File: src/rtl/operand_sequencer.sv
// Debounces one active-low push button and steps a three-state FSM that latches
// two operands from a single switch bank, one per press; a third press clears them.
module operand_sequencer #(
    parameter int unsigned WIDTH           = 4,
    parameter int unsigned DEBOUNCE_CYCLES = 500000
) (
    input  logic             i_clk,
    input  logic             i_rst_n,
    input  logic             i_key,
    input  logic [WIDTH-1:0] i_operand,
    output logic [WIDTH-1:0] o_a,
    output logic [WIDTH-1:0] o_b,
    output logic [1:0]       o_state,
    output logic             o_sum_valid
);

    localparam int unsigned CNT_W = $clog2(DEBOUNCE_CYCLES + 1);
    localparam logic [CNT_W-1:0] CNT_LAST = CNT_W'(DEBOUNCE_CYCLES - 1);

    typedef enum logic [1:0] {
        LOAD_A  = 2'b00,
        LOAD_B  = 2'b01,
        RESULT  = 2'b10,
        ILLEGAL = 2'b11
    } state_e;

    logic             sync1_q, sync1_d;
    logic             sync2_q, sync2_d;
    logic             deb_q, deb_d;
    logic [CNT_W-1:0] cnt_q, cnt_d;
    logic             press_q, press_d;
    state_e           state_q, state_d;
    logic [WIDTH-1:0] a_q, a_d;
    logic [WIDTH-1:0] b_q, b_d;
    logic             valid_q, valid_d;

    // Two-flop synchronizer, then a level debouncer that emits one pulse per accepted press.
    always_comb begin
        sync1_d = i_key;
        sync2_d = sync1_q;
        deb_d   = deb_q;
        cnt_d   = '0;
        press_d = 1'b0;
        if (sync2_q != deb_q) begin
            if (cnt_q == CNT_LAST) begin
                deb_d   = sync2_q;
                press_d = ~sync2_q;
            end else begin
                cnt_d = cnt_q + CNT_W'(1);
            end
        end
    end

    always_ff @(posedge i_clk or negedge i_rst_n) begin
        if (!i_rst_n) begin
            sync1_q <= 1'b1;
            sync2_q <= 1'b1;
            deb_q   <= 1'b1;
            cnt_q   <= '0;
            press_q <= 1'b0;
        end else begin
            sync1_q <= sync1_d;
            sync2_q <= sync2_d;
            deb_q   <= deb_d;
            cnt_q   <= cnt_d;
            press_q <= press_d;
        end
    end

    // State register together with the registered operand outputs.
    always_ff @(posedge i_clk or negedge i_rst_n) begin
        if (!i_rst_n) begin
            state_q <= LOAD_A;
            a_q     <= '0;
            b_q     <= '0;
            valid_q <= 1'b0;
        end else begin
            state_q <= state_d;
            a_q     <= a_d;
            b_q     <= b_d;
            valid_q <= valid_d;
        end
    end

    always_comb begin
        state_d = state_q;
        case (state_q)
            LOAD_A:  if (press_q) state_d = LOAD_B;
            LOAD_B:  if (press_q) state_d = RESULT;
            RESULT:  if (press_q) state_d = LOAD_A;
            default: state_d = LOAD_A;
        endcase
    end

    // Operands are sampled from the switches only in the press-pulse cycle.
    always_comb begin
        a_d     = a_q;
        b_d     = b_q;
        valid_d = (state_d == RESULT);
        case (state_q)
            LOAD_A: if (press_q) a_d = i_operand;
            LOAD_B: if (press_q) b_d = i_operand;
            RESULT: begin
                if (press_q) begin
                    a_d = '0;
                    b_d = '0;
                end
            end
            default: begin
                a_d = '0;
                b_d = '0;
            end
        endcase
    end

    assign o_a         = a_q;
    assign o_b         = b_q;
    assign o_state     = state_q;
    assign o_sum_valid = valid_q;

endmodule

File: config.mk
export PLATFORM = sky130hd
export DESIGN_NAME = operand_sequencer
export DESIGN_NICKNAME = d
export VERILOG_FILES = /design/src/rtl/operand_sequencer.sv
export SDC_FILE = /design/constraint.sdc
export NUM_CORES = 1
export LEC_CHECK = 0
export BUFFER_PORTS_ARGS = -buffer_cell sky130_fd_sc_hd__buf_2
export CORE_MARGIN = 2
export CORE_UTILIZATION = 29
export CTS_CLUSTER_DIAMETER = 100
export DETAILED_ROUTE_END_ITERATION = 10
export PLACE_DENSITY_LB_ADDON = 0.25
export SLEW_MARGIN = 30
export SYNTH_ARGS = -nofsm -noshare
export SYNTH_HDL_FRONTEND = slang
export SYNTH_SLANG_ARGS = --single-unit
File: constraint.sdc
create_clock -name i_clk -period 2.5 [get_ports i_clk]
set_input_delay 0.125 -clock i_clk [delete_from_list [all_inputs] [get_ports i_clk]]
set_output_delay 0.125 -clock i_clk [all_outputs]
set_load 0.01 [all_outputs]
==> impl_metrics.yaml <==
power:
  clock_power_share: 0.412
  cellLeakagePower_nw: 0.792
  swShare: 0.219
  peakVddDrop_v: 0.000266
  comb_power_share: 0.032
  fin_total_pwr_w: 0.00101
  power_frac_seq: 0.556
  intPower_w: 0.000790
  power_density_nw_per_um2: 561
  p_sw_w: 0.000221
route:
  dr.pass1.iters: 4
  drc_errors: 0
  wl_per_cell_um: 12.4
  ant_nets: 0
  vias: 1124
  drt-initial-drc-count: 48
  routed_wl_mm: 2.94
  via_per_inst: 4.76
timing:
  period_share: 0.863
  setup_violations: 0
  grt_setup_unrepaired: "no"
  fin_crit_ns: 2.16
  tightest_slew_ns: 0.747
  hold_viol: 0
  fmax_ghz: 0.463
  fin_worst_skew_ns: 0.00730
  setup-tns-final_ns: 0
  slew_headroom: 0.502
  drv_slew: 0
cts:
  postCtsSetupBuffers: 0
  cts_root_buffer: "clkbuf_8"
  cts_buffer_depth: 2
  cts_num_sinks: 34
  clk_latency_ns: 0.28
  htreeDepth: 2
  cts_tree: "built"
  path_clk_slew_ns: 0.07
  cts_buffers: 5
worst_hold_path:
  hold_depth: 2
  hp-start: "i_operand[0]"
  min_to: "o_b[0]$_DFFE_PN0P_"
  hold_path_class: "in -> reg"
global_route:
  overflow: 0
  grt.total_usage: 0.111
  antenna_found_initial: 0
  grt_max_degree: 35
  grt_pass1_vias: 1144
  grt_pass1_wl_mm: 5.24
synthesis:
  synth_edf_count: 0
  syn_nets: 151
  yosysWarningCount: 0
  synth.avg_cell_area_um2: 10.8
  synth-seq-cells: 34
  ys_seq_area_frac: 0.555
  ys_types: 37
  synth_area_um2: 1540
  netlist_instances: 143
  ys.flop_type: "dfrtp_1"
  async_flop_share: 1.00
worst_setup_path:
  arrival_ns: 2.30
  crit_path_end_kind: "flop"
  rr_startpoint: "cnt_q[11]$_DFF_PN0_"
  crit_required_ns: 2.65
  r2r_slack_ns: 0.34
  path_class: "reg -> reg"
  startpoint_type: "flop"
  rr_worst_depth: 4
  cp_max_fo: 18
  r2r_end: "cnt_q[8]$_DFF_PN0_"
floorplan:
  coreArea_um2: 5110
  fp.dieH_um: 76.9
  die_width_um: 76.9
  num_rows: 26
  design.die.area_um2: 5910
  initial_utilization: 0.302
  io_pins: 18
placement:
  port-buffer-count: 17
  gp_congestion: 0.902
  dp_hpwl_mm: 2.02
run:
  cap_violations: 0
cells_and_area:
  nets: 173
  final_layout_size_suffix_gt1_frac: 0.199
  diodes: 0
  area_growth_pct: 16.9
status:
  outcome: "completed"
-- critical path: stages, from the launching register on --
cell and delay (ns):
dfrtp_1 0.44, or4_1 0.52, or4_4 0.55, o21ai_4 0.41
nor2_1 0.10
-- how the worst max path moves through the flow --
stage                             start                  end  slack [ns]  depth (start not counted)
detailed placement  cnt_q[11]$_DFF_PN0_  cnt_q[12]$_DFF_PN0_        0.32                          4
CTS                 cnt_q[11]$_DFF_PN0_   cnt_q[9]$_DFF_PN0_        0.31                          4
floorplan           cnt_q[11]$_DFF_PN0_   cnt_q[5]$_DFF_PN0_        0.51                          5
global route        cnt_q[11]$_DFF_PN0_  cnt_q[14]$_DFF_PN0_        0.19                          4
finish              cnt_q[11]$_DFF_PN0_   cnt_q[8]$_DFF_PN0_        0.34                          4
global placement    cnt_q[11]$_DFF_PN0_   cnt_q[7]$_DFF_PN0_        0.37                          4
-- cells in the mapped netlist, types with 3 or more instances --
cell type  instances  area share
dfrtp_1           31        0.50
nand2_1           11       0.027
a22o_1             4       0.023
nor2_1            16       0.039
a21oi_1            6       0.019
dfstp_2            3       0.051
nand4_1            5       0.020
nand3_1            4       0.013
xnor2_1            7       0.040
o21ai_0            9       0.029
xor2_1             6       0.034
or4_1              3       0.015
a22oi_1            4       0.019
or3_1              4       0.016
-- flip-flops by register name (all words and copies together), names as in the netlist --
name,cells
o_sum_valid,1
o_a,4
o_state,2
sync2_q,1
cnt_q,19
o_b,4
sync1_q,1
press_q,1
deb_q,1
-- area by class of cell --
class                   instances  area (um^2)
fillers                       528         3310
clock buffers                   7         86.3
well taps                      70         87.6
multi-input cells             103          654
repair buffers                 19          105
inverters                       2         7.51
clock inverters                 1         5.00
flip-flops and latches         34          855
-- per-stage QoR --
stage               std cells  worst slack (ns)   util  cell area (um^2)  hold slack (ns)
floorplan                 143             0.514      -              1540           -0.171
global placement          226             0.374  0.331              1690            0.225
detailed placement        226             0.324  0.331              1690            0.231
CTS                       236             0.314  0.353              1800           0.0755
global route              236             0.185  0.353              1800           0.0828
finish                    236             0.342  0.353              1800           0.0824
-- cells in the final DEF (no fill, tap or decap), drive strengths merged, types with 3 or more instances in the layout --
cell type,instances
nand2,11
dfstp,3
xnor2,7
o21ai,10
xor2,6
clkbuf,7
dfrtp,31
a22oi,4
or4,4
buf,17
nand4,5
nand3,4
nor2,16
or3,4
a21oi,6
a22o,4
-- timing repair --
action	in CTS	in global routing
endpoints found under the hold margin	32	0
hold buffers	2	0
gates resized for setup	0	0
-- per-layer routing --
metal | track usage | up-vias | part of all wire
met5 | 0 | - | 0
met4 | 0.0509 | 0 | 0.019
met3 | 0.0424 | 8 | 0.063
met2 | 0.169 | 26 | 0.45
met1 | 0.139 | 535 | 0.47
li1 | - | 555 | -
-- power groups by stage --
stage	registers, W	logic [W]	clock network [W]
after global routing	0.000563	0.0000387	0.000455
final	0.000562	0.0000323	0.000416
after detailed placement	0.000572	0.0000312	0
after floorplan	0.000571	0.0000138	0
after CTS	0.000562	0.0000338	0.000427
after global placement	0.000572	0.0000307	0
-- cells by family after synthesis --
logic type,share of synthesized area
and+or+nand+nor,0.219
adders and majority gates,0.00812
xor gates and xnor gates,0.0739
muxes,0.00731
DFF,0.555
AOI/OAI and AO/OA,0.116
buffers and inverters,0.0203
(Power assumes the default switching activity.)
